## src/rtl/csr_timer_intc_pkg.sv

```systemverilog
// Shared definitions for the timer / interrupt-status CSR slice: CSR numbers,
// TCFG field layout, ESTAT.IS bit positions, access masks and the write-merge helper.
package cpuDefine;

  typedef enum logic [13:0] {
    CSR_ESTAT = 14'h005,
    CSR_TID   = 14'h040,
    CSR_TCFG  = 14'h041,
    CSR_TVAL  = 14'h042,
    CSR_TICLR = 14'h044
  } csr_num_e;

  typedef struct packed {
    logic [29:0] init_val;
    logic        periodic;
    logic        en;
  } tcfg_t;

  localparam int IS_WIDTH  = 13;
  localparam int IS_SWI_LO = 0;
  localparam int IS_HWI_LO = 2;
  localparam int IS_TI     = 11;
  localparam int IS_IPI    = 12;

  localparam logic [31:0] TID_WMASK   = 32'hFFFF_FFFF;
  localparam logic [31:0] ESTAT_WMASK = 32'h0000_0003;
  localparam logic [31:0] ESTAT_RMASK = 32'h0000_1BFF;
  localparam logic [31:0] TICLR_WMASK = 32'h0000_0001;

  // TCFG is writable only up to the configured countdown width.
  function automatic logic [31:0] tcfg_wmask(input int tw);
    return 32'hFFFF_FFFF >> (32 - tw);
  endfunction

  function automatic logic [31:0] csr_merge(input logic [31:0] old_val,
                                            input logic [31:0] wdata,
                                            input logic [31:0] wmask,
                                            input logic [31:0] writable);
    return ((old_val & ~wmask) | (wdata & wmask)) & writable;
  endfunction

endpackage

```

## src/rtl/csr_timer_core.sv

```systemverilog
// Countdown timer: holds TVAL, handles TCFG loads and periodic reloads, and
// flags the cycle in which TVAL steps from 1 to 0.
module csr_timer_core #(
  parameter int TIMER_WIDTH = 32
) (
  input  logic                   clk,
  input  logic                   reset,
  input  logic                   load,
  input  logic [TIMER_WIDTH-1:0] load_val,
  input  logic                   en,
  input  logic                   periodic,
  input  logic [TIMER_WIDTH-1:0] reload_val,
  output logic [TIMER_WIDTH-1:0] tval,
  output logic                   fire
);

  localparam logic [TIMER_WIDTH-1:0] TVAL_ONE = {{(TIMER_WIDTH-1){1'b0}}, 1'b1};

  logic [TIMER_WIDTH-1:0] tval_r;
  logic [TIMER_WIDTH-1:0] tval_nxt_s;
  logic                   fire_s;

  // Fire on the 1->0 step; a coinciding TCFG load still counts as a fire.
  always_comb begin
    fire_s = en && (tval_r == TVAL_ONE);
  end

  // Next TVAL: a load always wins, otherwise count down / reload / hold.
  always_comb begin
    tval_nxt_s = tval_r;
    if (load) begin
      tval_nxt_s = load_val;
    end else if (en) begin
      if (tval_r != '0) begin
        tval_nxt_s = tval_r - TVAL_ONE;
      end else if (periodic) begin
        tval_nxt_s = reload_val;
      end else begin
        tval_nxt_s = '0;
      end
    end else begin
      tval_nxt_s = tval_r;
    end
  end

  // TVAL state register.
  always_ff @(posedge clk) begin
    if (reset) begin
      tval_r <= '0;
    end else begin
      tval_r <= tval_nxt_s;
    end
  end

  assign tval = tval_r;
  assign fire = fire_s;

endmodule

```

## src/rtl/csr_timer_intc.sv

```systemverilog
// Timer and interrupt-status CSR block: TID/TCFG/TVAL/TICLR/ESTAT registers,
// ESTAT.IS collection, registered irq and a free-running stable counter.
module csr_timer_intc
  import cpuDefine::*;
#(
  parameter int TIMER_WIDTH = 32,
  parameter int NUM_HWI     = 8,
  parameter int CNT_WIDTH   = 64
) (
  input  logic                 clk,
  input  logic                 reset,
  input  logic                 csr_we,
  input  logic [13:0]          csr_waddr,
  input  logic [31:0]          csr_wdata,
  input  logic [31:0]          csr_wmask,
  input  logic [13:0]          csr_raddr,
  output logic [31:0]          csr_rdata,
  input  logic [NUM_HWI-1:0]   hw_int,
  input  logic                 ipi,
  input  logic [12:0]          lie,
  input  logic                 ie,
  output logic [12:0]          is,
  output logic                 irq,
  output logic [CNT_WIDTH-1:0] stable_cnt
);

  localparam logic [31:0]          TCFG_WMASK = tcfg_wmask(TIMER_WIDTH);
  localparam logic [CNT_WIDTH-1:0] CNT_ONE    = {{(CNT_WIDTH-1){1'b0}}, 1'b1};

  logic [31:0]            tcfg_r;
  logic [31:0]            tid_r;
  logic [1:0]             swi_r;
  logic [7:0]             hwi_r;
  logic                   ipi_r;
  logic                   ti_r;
  logic                   irq_r;
  logic [CNT_WIDTH-1:0]   cnt_r;

  logic                   tcfg_we_s;
  logic                   tid_we_s;
  logic                   estat_we_s;
  logic                   ticlr_s;
  logic [31:0]            tcfg_new_s;
  logic [31:0]            tid_new_s;
  logic [1:0]             swi_new_s;
  logic [7:0]             hwi_in_s;
  tcfg_t                  tcfg_view_s;
  tcfg_t                  tcfg_new_view_s;
  logic [TIMER_WIDTH-1:0] reload_s;
  logic [TIMER_WIDTH-1:0] load_val_s;
  logic [TIMER_WIDTH-1:0] tval_s;
  logic                   fire_s;
  logic [12:0]            is_s;
  logic [31:0]            rdata_s;
  logic                   irq_nxt_s;

  // Write decode and merged write values for each writable CSR.
  always_comb begin
    tcfg_we_s  = csr_we && (csr_waddr == CSR_TCFG);
    tid_we_s   = csr_we && (csr_waddr == CSR_TID);
    estat_we_s = csr_we && (csr_waddr == CSR_ESTAT);
    ticlr_s    = csr_we && (csr_waddr == CSR_TICLR)
                 && (csr_merge(32'h0, csr_wdata, csr_wmask, TICLR_WMASK) != 32'h0);
    tcfg_new_s = csr_merge(tcfg_r, csr_wdata, csr_wmask, TCFG_WMASK);
    tid_new_s  = csr_merge(tid_r, csr_wdata, csr_wmask, TID_WMASK);
    swi_new_s  = 2'(csr_merge({19'h0, is_s}, csr_wdata, csr_wmask, ESTAT_WMASK) >> IS_SWI_LO);
    hwi_in_s   = 8'(hw_int);
  end

  // InitVal is stored pre-scaled by 4: the countdown value is {InitVal, 2'b00}.
  always_comb begin
    tcfg_view_s     = tcfg_t'(tcfg_r);
    tcfg_new_view_s = tcfg_t'(tcfg_new_s);
    reload_s        = TIMER_WIDTH'({tcfg_view_s.init_val, 2'b00});
    load_val_s      = TIMER_WIDTH'({tcfg_new_view_s.init_val, 2'b00});
  end

  csr_timer_core #(
    .TIMER_WIDTH (TIMER_WIDTH)
  ) u_timer_core (
    .clk        (clk),
    .reset      (reset),
    .load       (tcfg_we_s),
    .load_val   (load_val_s),
    .en         (tcfg_view_s.en),
    .periodic   (tcfg_view_s.periodic),
    .reload_val (reload_s),
    .tval       (tval_s),
    .fire       (fire_s)
  );

  // Assemble ESTAT.IS from its registered sources; bit 10 is reserved.
  always_comb begin
    is_s                       = 13'h0;
    is_s[IS_SWI_LO +: 2]       = swi_r;
    is_s[IS_HWI_LO +: 8]       = hwi_r;
    is_s[IS_TI]                = ti_r;
    is_s[IS_IPI]               = ipi_r;
    irq_nxt_s                  = ie && ((is_s & lie) != 13'h0);
  end

  // Combinational read mux; reads see pre-edge state.
  always_comb begin
    rdata_s = 32'h0;
    case (csr_raddr)
      CSR_ESTAT: rdata_s = {19'h0, is_s} & ESTAT_RMASK;
      CSR_TID:   rdata_s = tid_r;
      CSR_TCFG:  rdata_s = tcfg_r & TCFG_WMASK;
      CSR_TVAL:  rdata_s = 32'(tval_s);
      CSR_TICLR: rdata_s = 32'h0;
      default:   rdata_s = 32'h0;
    endcase
  end

  // CSR state, interrupt sync registers, irq and the stable counter.
  always_ff @(posedge clk) begin
    if (reset) begin
      tcfg_r <= 32'h0;
      tid_r  <= 32'h0;
      swi_r  <= 2'b00;
      hwi_r  <= 8'h00;
      ipi_r  <= 1'b0;
      ti_r   <= 1'b0;
      irq_r  <= 1'b0;
      cnt_r  <= '0;
    end else begin
      if (tcfg_we_s) begin
        tcfg_r <= tcfg_new_s;
      end
      if (tid_we_s) begin
        tid_r <= tid_new_s;
      end
      if (estat_we_s) begin
        swi_r <= swi_new_s;
      end
      // A timer fire beats a simultaneous TICLR clear.
      if (fire_s) begin
        ti_r <= 1'b1;
      end else if (ticlr_s) begin
        ti_r <= 1'b0;
      end
      hwi_r <= hwi_in_s;
      ipi_r <= ipi;
      irq_r <= irq_nxt_s;
      cnt_r <= cnt_r + CNT_ONE;
    end
  end

  assign csr_rdata  = rdata_s;
  assign is         = is_s;
  assign irq        = irq_r;
  assign stable_cnt = cnt_r;

endmodule

```

## config.mk

```make
export PLATFORM = sky130hd
export DESIGN_NAME = csr_timer_intc
export DESIGN_NICKNAME = d
export VERILOG_FILES = /design/src/rtl/csr_timer_intc_pkg.sv /design/src/rtl/csr_timer_core.sv /design/src/rtl/csr_timer_intc.sv
export SDC_FILE = /design/constraint.sdc
export NUM_CORES = 1
export LEC_CHECK = 0
export BUFFER_PORTS_ARGS = -buffer_cell sky130_fd_sc_hd__buf_2
export CORE_MARGIN = 5
export CORE_UTILIZATION = 55
export CTS_CLUSTER_SIZE = 10
export DETAILED_ROUTE_END_ITERATION = 8
export GPL_TIMING_DRIVEN = 0
export PLACE_DENSITY_LB_ADDON = 0.15
export SLEW_MARGIN = 40
export SYNTH_ARGS = -nofsm -noshare
export SYNTH_HDL_FRONTEND = slang
export SYNTH_HIERARCHICAL = 1
export SYNTH_SLANG_ARGS = --single-unit
```

## constraint.sdc

```tcl
create_clock -name clk -period 4.4 [get_ports clk]
set_input_delay 0 -clock clk [delete_from_list [all_inputs] [get_ports clk]]
set_output_delay 0 -clock clk [all_outputs]
set_load 0.01 [all_outputs]
```

==> results of run 1 <==
-- worst max-delay path: cells and delay by family --
family / cells / cell delay, ps
AND/OR/NAND/NOR: 4 / 1650
buffers and inverters: 4 / 1690
AO/OA/AOI/OAI: 1 / 170
-- cell type report --
cell class / instances / area share, %
clock buffer: 18 / 3.30
tap: 225 / 2.16
multi-input combinational: 914 / 44.4
timing repair buffer: 347 / 18.1
sequential: 173 / 26.6
inverter: 34 / 0.980
clock inverter: 14 / 1.38
buffer: 77 / 3.10
-- metal layers --
| metal | track usage, % | up-vias | part of all wire (%) | wire length, µm |
|---|---|---|---|---|
| met5 | 0 | - | 0.036 | 13 |
| met3 | 9.34 | 171 | 10 | 3740 |
| met2 | 57.5 | 674 | 47 | 17300 |
| li1 | - | 5115 | - | - |
| met1 | 40.4 | 5129 | 38 | 13800 |
| met4 | 17.4 | 2 | 4.9 | 1790 |
-- cells in the mapped netlist (all sizes together), types with 2 or more instances --
cell type | count | area share (%)
nor2b | 10 | 0.64
inv | 34 | 1.3
xor2 | 31 | 2.8
o31ai | 19 | 1.5
nor3 | 20 | 1.1
nor2 | 100 | 3.9
clkbuf | 54 | 2.7
nand2 | 93 | 3.6
and3 | 11 | 0.71
nand4b | 3 | 0.27
a21bo | 2 | 0.21
o21ai | 96 | 4.9
a41oi | 4 | 0.36
o31a | 3 | 0.28
or4b | 2 | 0.21
a211o | 5 | 0.48
mux2i | 62 | 6.4
dfxtp | 173 | 36
a22oi | 11 | 0.85
o32ai | 2 | 0.18
or2 | 4 | 0.28
mux2 | 30 | 3.5
or4 | 13 | 1.1
nand2b | 4 | 0.26
nor4b | 3 | 0.42
ha | 3 | 0.39
a31oi | 17 | 1.1
nand3 | 91 | 4.7
nor3b | 11 | 0.85
xnor2 | 20 | 1.8
a21oi | 105 | 5.4
nor4 | 25 | 2.3
and4 | 6 | 0.54
nand4 | 36 | 2.7
or3 | 27 | 1.8
buf | 23 | 1.4
o221ai | 3 | 0.27
a211oi | 10 | 0.82
a21o | 4 | 0.31
a221oi | 8 | 0.72
and2 | 4 | 0.26
a22o | 3 | 0.27
-- power groups by stage --
stage | Combinational (µW) | Sequential [µW] | Clock (µW)
after global placement | 190 | 1620 | 0
after CTS | 235 | 1580 | 1570
after floorplan | 84.1 | 1620 | 0
after detailed placement | 191 | 1620 | 0
after global routing | 257 | 1580 | 1640
final | 243 | 1580 | 1560
-- cell usage in the layout, fill, tap and decap left out, drive strengths merged, types with 25 or more instances in the layout --
cell type,n
or3,27
mux2i,62
dfxtp,173
clkbuf,72
xor2,31
nand2,93
o21ai,96
mux2,30
nand3,91
nor2,100
dlygate4sd3,124
nand4,36
nor4,25
inv,39
buf,246
a21oi,105
-- through the flow --
step	instance area (µm²)	util, %	power (µW)	setup slack [ps]	hold slack [ps]
4_1_cts	13000	75.1	3390	1460	3.41
3_3_place_gp	11100	64.4	1810	1160	209
6_report	13000	75.3	3390	1260	10.8
2_1_floorplan	9740	-	1700	2240	128
3_5_place_dp	11100	64.4	1810	1060	215
5_1_grt	13000	75.3	3480	994	5.99
-- logic make-up (layout without fill, tap and decap cells) --
logic type               count (synthesis)  after routing  synth area share, %
buffers and inverters                  111            490                 5.43
XOR/XNOR                                51             51                 4.59
multiplexers                            92             92                 9.86
AO/OA/AOI/OAI                          298            298                 18.2
adder cells (fa/ha/maj)                  3              3                0.386
flip-flops                             173            173                 35.6
other                                    1              5               0.0386
AND/OR/NAND/NOR                        465            465                 25.8
-- worst max-delay path by stage --
stage / slack, ps / startpoint / to
after floorplan: 2240 / csr_waddr[7] / u_timer_core/tval[8]
after global placement: 1160 / csr_waddr[7] / u_timer_core/tval[18]
after detailed placement: 1060 / csr_waddr[7] / u_timer_core/tval[18]
after CTS: 1460 / csr_waddr[7] / register
after global routing: 990 / csr_waddr[7] / register
final: 1260 / csr_waddr[7] / register
==> flow_metrics.env, run 1 <==
export IMPL_htreeDepth=4
export IMPL_wirelength_um=36600
export IMPL_clockPowerShare_pct=46.1
export IMPL_ir_drop_uv=249
export IMPL_die_area_um2=20400
export IMPL_rr_startpoint="u_timer_core/tval[11]"
export IMPL_synthCells=1194
export IMPL_synth_edf_count=0
export IMPL_clock_skew_ps=8.32
export IMPL_synth_area_um2=9720
export IMPL_postCtsHoldBufs=124
export IMPL_required_ps=4780
export IMPL_hold_depth=4
export IMPL_hold_class="primary input to register"
export IMPL_cts_setup_buffers=0
export IMPL_slew_viol_final=0
export IMPL_clockRootBuffer="clkbuf_16"
export IMPL_core_area_um2=17300
export IMPL_crit_chain="buf_2 > nor4b_1 > nand4_1 > nor3_1 > buf_2 > nand3_1 > dlygate4sd3_1 > a21oi_1 > dlygate4sd3_1"
export IMPL_cts_made_buffers=17
export IMPL_pwr_share_seq_pct=46.7
export IMPL_final_setup_viol_count=0
export IMPL_worstHoldEndpoint="tcfg_r[18]"
export IMPL_fp_dieH_um=143
export IMPL_wire_per_inst_um=20.3
export IMPL_status="finished clean"
export IMPL_firstDrtPassIters=5
export IMPL_rrSetupSlack_ps=1730
export IMPL_async_flop_share_pct=0
export IMPL_ctsResizeCount=0
export IMPL_slowest_stage="nor3_1"
export IMPL_synthFlopType="dfxtp_1"
export IMPL_rsz0062_at_grt="no"
export IMPL_critPathMaxFanout=10
export IMPL_p_comb_share_pct=7.2
export IMPL_slew_limit_headroom_pct=43.8
export IMPL_worst_pin_slew_ps=843
export IMPL_cts_sinks=173
export IMPL_dp_cells=1646
export IMPL_port_buffers=223
export IMPL_grt_max_degree=18
export IMPL_min_from="csr_wmask[18]"
export IMPL_crit_path_end_kind="register"
export IMPL_cts_buffer_depth=2
export IMPL_fmax_ghz=0.319
export IMPL_ys_types=71
export IMPL_routabilityCongestion=1.01
export IMPL_start_util_pct=56.2
export IMPL_leakage_uw=0.00520
export IMPL_post_route_period_util_pct=71.3
export IMPL_antenna_found_initial=1
export IMPL_grt_pass1_wl_um=55700
export IMPL_setup_tns_ps=0
export IMPL_die_x_um=143
export IMPL_powerDensity_nw_per_um2=260
export IMPL_fp_row_count=48
export IMPL_regArea_um2=3460
export IMPL_cp_start_kind="primary input"
export IMPL_nets=1685
export IMPL_slowest_delay_ps=640
export IMPL_path_clk_slew_ps=70
export IMPL_worstSetupPathType="primary input to register"
export IMPL_p_int_uw=2550
export IMPL_p_sw_uw=839
export IMPL_vias=11100
export IMPL_diodes=0
export IMPL_multiInputGateArea_um2=5770
export IMPL_grt_pass1_vias=10800
export IMPL_yosysSeqAreaShare_pct=35.6
export IMPL_yosys_warnings=6
export IMPL_worst_r2r_cell_count=6
export IMPL_insertion_delay_ps=440
export IMPL_ant_nets=0
export IMPL_grt_ovfl_total=0
export IMPL_avgViaCountPerCell=6.15
export IMPL_drive_above_1_share_pct=21.9
export IMPL_arrival_ps=3520
export IMPL_synth_seq_cells=173
export IMPL_area_growth_pct=33.9
export IMPL_grt_use_total_pct=34.3
export IMPL_drv_cap=0
export IMPL_pin_count=228
export IMPL_synth_area_per_cell_um2=8.14
export IMPL_period_needed_ps=3140
export IMPL_hold_viol_final=0
export IMPL_dp_final_hpwl_um=25000
export IMPL_n_fill_cell=1312
export IMPL_instances_no_fill=1802
export IMPL_worst_r2r_endpoint="u_timer_core/tval[1]"
export IMPL_initialDrtViolationCount=1252
export IMPL_drc=0
export IMPL_swShare_pct=24.7
export IMPL_cts_tree="yes"
Power figures use the tool's default switching activity.
==> inputs of run 2 (changes only) <==
==> constraint.sdc (replaced) <==
create_clock -name clk -period 3 [get_ports clk]
set_input_delay 0 -clock clk [delete_from_list [all_inputs] [get_ports clk]]
set_output_delay 0 -clock clk [all_outputs]
set_load 0.01 [all_outputs]
==> flow_metrics.env, run 2 (same netlist as run 1, synthesis figures left out) <==
export IMPL_routabilityCongestion=1.01
export IMPL_status="finished clean"
export IMPL_period_needed_ps=2660
export IMPL_slew_limit_headroom_pct=43.2
export IMPL_post_route_util_pct=75.4
export IMPL_hold_class="primary input to register"
export IMPL_arrival_ps=2950
export IMPL_rsz0062_at_grt="no"
export IMPL_fp_dieH_um=143
export IMPL_antenna_found_initial=1
export IMPL_vias=11100
export IMPL_drv_cap=0
export IMPL_crit_path_end_kind="register"
export IMPL_cts_sinks=173
export IMPL_hold_viol_final=0
export IMPL_powerDensity_nw_per_um2=381
export IMPL_critPathTopFamily="buffers and inverters"
export IMPL_drc=0
export IMPL_area_growth_pct=34.2
export IMPL_insertion_delay_ps=440
export IMPL_leakage_uw=0.00521
export IMPL_post_route_period_util_pct=88.5
export IMPL_cp_start_kind="primary input"
export IMPL_port_buffers=223
export IMPL_drive_above_1_share_pct=22.2
export IMPL_grt_ovfl_total=0
export IMPL_critPathMaxFanout=14
export IMPL_start_util_pct=56.2
export IMPL_slowest_stage="clkbuf_1"
export IMPL_htreeDepth=4
export IMPL_final_setup_viol_count=0
export IMPL_grt_max_degree=18
export IMPL_hold_slack_ps=11.8
export IMPL_pin_count=228
export IMPL_grt_pass1_wl_um=55700
export IMPL_clockRootBuffer="clkbuf_16"
export IMPL_dp_final_hpwl_um=25000
export IMPL_mostFrequentLayoutCell="buf_2"
export IMPL_grt_pass1_vias=10800
export IMPL_worst_pin_slew_ps=852
export IMPL_initialDrtViolationCount=1220
export IMPL_cts_buffer_depth=2
export IMPL_path_clk_slew_ps=70
export IMPL_avgViaCountPerCell=6.17
export IMPL_die_x_um=143
export IMPL_slew_viol_final=0
export IMPL_nets=1688
export IMPL_clock_skew_ps=8.96
export IMPL_slowest_delay_ps=550
export IMPL_core_area_um2=17300
export IMPL_diodes=0
export IMPL_ir_drop_uv=367
export IMPL_worstSetupPathType="primary input to register"
export IMPL_crit_chain="buf_2 > nor4b_1 > nand4_1 > buf_4 > nor3b_1 > buf_2 > buf_4 > clkbuf_1 > buf_1 > a21oi_1 > o31ai_1 > a31oi_1"
export IMPL_grt_use_total_pct=34.3
export IMPL_die_area_um2=20400
export IMPL_wirelength_um=36700
export IMPL_fp_row_count=48
export IMPL_cp_num_buf_inv=6
export IMPL_cts_tree="yes"
export IMPL_fmax_ghz=0.377
export IMPL_required_ps=3290
export IMPL_firstDrtPassIters=6
export IMPL_wire_per_inst_um=20.4
export IMPL_ant_nets=0
export IMPL_final_cell_mix="buf_2 (234), dfxtp_1 (173), dlygate4sd3_1 (124)"
export IMPL_cts_made_buffers=17
run 2: cell types whose count changed in the layout (fill, tap and decap cells not counted), sizes merged:
cell / delta
buf: +3
run 2: final cells by class:
type	count	area, µm²
Clock buffer	18	429
Clock inverter	14	180
Sequential cell	173	3460
Timing Repair Buffer	350	2380
Tap cell	225	282
Inverter	34	128
Buffer	77	405
Multi-Input combinational cell	914	5780
Fill cell	1305	4250
run 2: worst paths after layout:
check                                           start              endpoint  slack [ps]  cells after the start
worst max-delay path                     csr_waddr[7]  u_timer_core/tval[9]         340                     12
worst min-delay path                    csr_wmask[18]            tcfg_r[18]          10                      4
worst max register to register  u_timer_core/tval[11]  u_timer_core/tval[1]         350                      6
worst min register to register               register              register         480                      2
run 2: repair_timing:
action / 4_1_cts / 5_1_grt
gates resized for setup: 0 / 3
buffers inserted: 0 / 3
hold endpoints to repair: 72 / 0
hold buffers: 124 / 0
endpoints found under the setup margin: 0 / 49
run 2: layer usage:
metal,vias to the layer above,part of all wire (%),global-route usage [%]
li1,5120,-,-
met1,5182,38,40.4
met2,677,47,57.5
met3,158,9.7,9.34
met4,2,4.9,17.4
met5,-,0.035,0
run 2: where the power goes:
part	switching [µW]	internal, µW	leakage (µW)	total, µW
registers	14.4	2310	0.00140	2320
clock network	1040	1260	0.000290	2300
logic	183	175	0.00353	358
run 2: tightest hold or removal path: stages:
cell and delay, ps:
buf_2 100, mux2_2 170, mux2i_1 70, nor2_1 80
run 2: through the flow:
stage                     cell area, µm²  setup TNS [ps]  setup WS [ps]  std cells  total power, µW
after global routing               13000               0            162       1805             5110
after floorplan                     9740               0            837       1198             2500
after global placement             11100           -3760           -236       1646             2650
after detailed placement           11100           -5460           -337       1646             2650
final                              13000               0            344       1805             4980
after CTS                          13000               0           63.9       1802             4970
==> inputs of run 3 (changes only) <==
==> constraint.sdc (replaced) <==
create_clock -name clk -period 3 [get_ports clk]
set_input_delay 0.6 -clock clk [delete_from_list [all_inputs] [get_ports clk]]
set_output_delay 0.6 -clock clk [all_outputs]
set_load 0.01 [all_outputs]
==> flow_metrics.env, run 3 (same netlist as run 1, synthesis figures left out) <==
export IMPL_ir_drop_uv=361
export IMPL_start_util_pct=56.2
export IMPL_nets=1566
export IMPL_required_ps=2400
export IMPL_post_route_period_util_pct=102
export IMPL_mostFrequentLayoutCell="buf_2"
export IMPL_drv_cap=0
export IMPL_grt_use_total_pct=32.2
export IMPL_vias=10500
export IMPL_slowest_stage="nor4b_4"
export IMPL_n_fill_cell=1455
export IMPL_place_ws_ps=-937
export IMPL_initialDrtViolationCount=1142
export IMPL_use_met1_pct=38.5
export IMPL_rrSetupSlack_ps=350
export IMPL_wire_per_inst_um=20.6
export IMPL_arrival_ps=2460
export IMPL_fin_ws_ps=-60.3
export IMPL_fmax_ghz=0.327
export IMPL_cts_buffer_depth=2
export IMPL_rr_startpoint="u_timer_core/tval[11]"
export IMPL_grt_ovfl_total=0
export IMPL_wirelength_um=34700
export IMPL_critPathMaxFanout=10
export IMPL_worst_r2r_cell_count=6
export IMPL_cts_sinks=173
export IMPL_final_setup_viol_count=18
export IMPL_drive_above_1_share_pct=25.6
export IMPL_final_cell_mix="buf_2 (236), dfxtp_1 (173), a21oi_1 (105)"
export IMPL_cp_startpoint="csr_raddr[5]"
export IMPL_worst_r2r_endpoint="u_timer_core/tval[1]"
export IMPL_ant_nets=0
export IMPL_postCtsHoldBufs=0
export IMPL_htreeDepth=4
export IMPL_drc=0
export IMPL_area_growth_pct=23.1
export IMPL_use_met3_pct=9.71
export IMPL_hold_class="primary input to register"
export IMPL_powerDensity_nw_per_um2=410
export IMPL_multiInputGateArea_um2=5870
export IMPL_slowest_delay_ps=370
export IMPL_crit_chain="buf_2 > nor4_4 > nand3_2 > buf_6 > nor4b_4 > buf_6 > buf_8 > a22oi_1 > o21ai_2 > buf_2"
export IMPL_cp_start_kind="primary input"
export IMPL_cts_tree="yes"
export IMPL_fp_dieH_um=143
export IMPL_avgViaCountPerCell=6.24
export IMPL_slew_limit_headroom_pct=46.3
export IMPL_grt_pass1_vias=9932
export IMPL_crit_path_end_kind="output port"
export IMPL_port_buffers=223
export IMPL_dp_final_hpwl_um=25000
export IMPL_slew_viol_final=0
export IMPL_antenna_found_initial=4
export IMPL_die_area_um2=20400
export IMPL_clockRootBuffer="clkbuf_16"
export IMPL_period_needed_ps=3060
export IMPL_globalRouteMet2Util_pct=53.3
export IMPL_grt_max_degree=18
export IMPL_firstDrtPassIters=8
export IMPL_worst_pin_slew_ps=805
export IMPL_grt_pass1_wl_um=52000
export IMPL_worstSetupPathType="primary input to output port"
export IMPL_routabilityCongestion=1.01
export IMPL_endpoint="csr_rdata[0]"
export IMPL_pin_count=228
export IMPL_core_area_um2=17300
export IMPL_violations="negative setup slack"
export IMPL_path_clk_slew_ps=70
export IMPL_total_power_uw=4900
export IMPL_leakage_uw=0.00478
export IMPL_die_x_um=143
export IMPL_hold_viol_final=0
export IMPL_cts_made_buffers=17
export IMPL_insertion_delay_ps=440
export IMPL_regArea_um2=3460
export IMPL_top_usage_layer="met2"
export IMPL_clock_skew_ps=7.34
export IMPL_fp_row_count=48
export IMPL_status="finished, violations left"
[run 3: how the worst min path moves through the flow]
stage,to,slack (ps),startpoint,depth (start not counted)
6_report,ipi_r,370,ipi,2
5_1_grt,hwi_r[6],370,hw_int[6],2
4_1_cts,ipi_r,360,ipi,2
3_5_place_dp,register,470,register,2
3_3_place_gp,register,460,register,2
2_1_floorplan,register,450,register,2
[run 3: worst max-delay path, delay by kind of cell]
kind                   cells  cell delay, ps
AO/OA/AOI/OAI              2             230
AND/OR/NAND/NOR            3             840
buffers and inverters      5             790
[run 3: layer usage]
layer,vias to the layer above,part of all wire [%]
li1,4886,-
met1,4875,38
met2,616,47
met3,128,10
met4,6,4.2
met5,-,0.063
[run 3: final cells by class]
| class | instances | area share, % |
|---|---|---|
| Antenna cell | 2 | 0.0418 |
| Timing Repair Buffer | 228 | 9.70 |
| Sequential cell | 173 | 28.9 |
| Tap cell | 225 | 2.35 |
| Inverter | 34 | 1.07 |
| Multi-Input combinational cell | 914 | 49.0 |
| Clock inverter | 14 | 1.51 |
| Clock buffer | 18 | 3.58 |
| Buffer | 77 | 3.83 |
[run 3: metrics by stage]
step	TNS [ps]	hold slack [ps]	instance area (µm²)	util [%]	std cells
finish	-469	369	12000	69.2	1685
global route	-2490	373	12000	69.2	1684
CTS	0	356	11800	68.4	1680
detailed placement	-36430	466	11100	64.4	1646
global placement	-34630	457	11100	64.4	1646
floorplan	0	449	9740	-	1198
[run 3: what timing repair did]
action                                  4_1_cts  5_1_grt
endpoints found under the setup margin       61       33
pin swaps                                     2        2
buffers inserted                              2        2
gates resized for setup                      31       29
gates cloned                                  0        1
[run 3: power breakdown]
group,total [µW],switching (µW),internal (µW)
registers,2320,14.2,2310
logic,294,170,124
clock network,2290,1030,1260
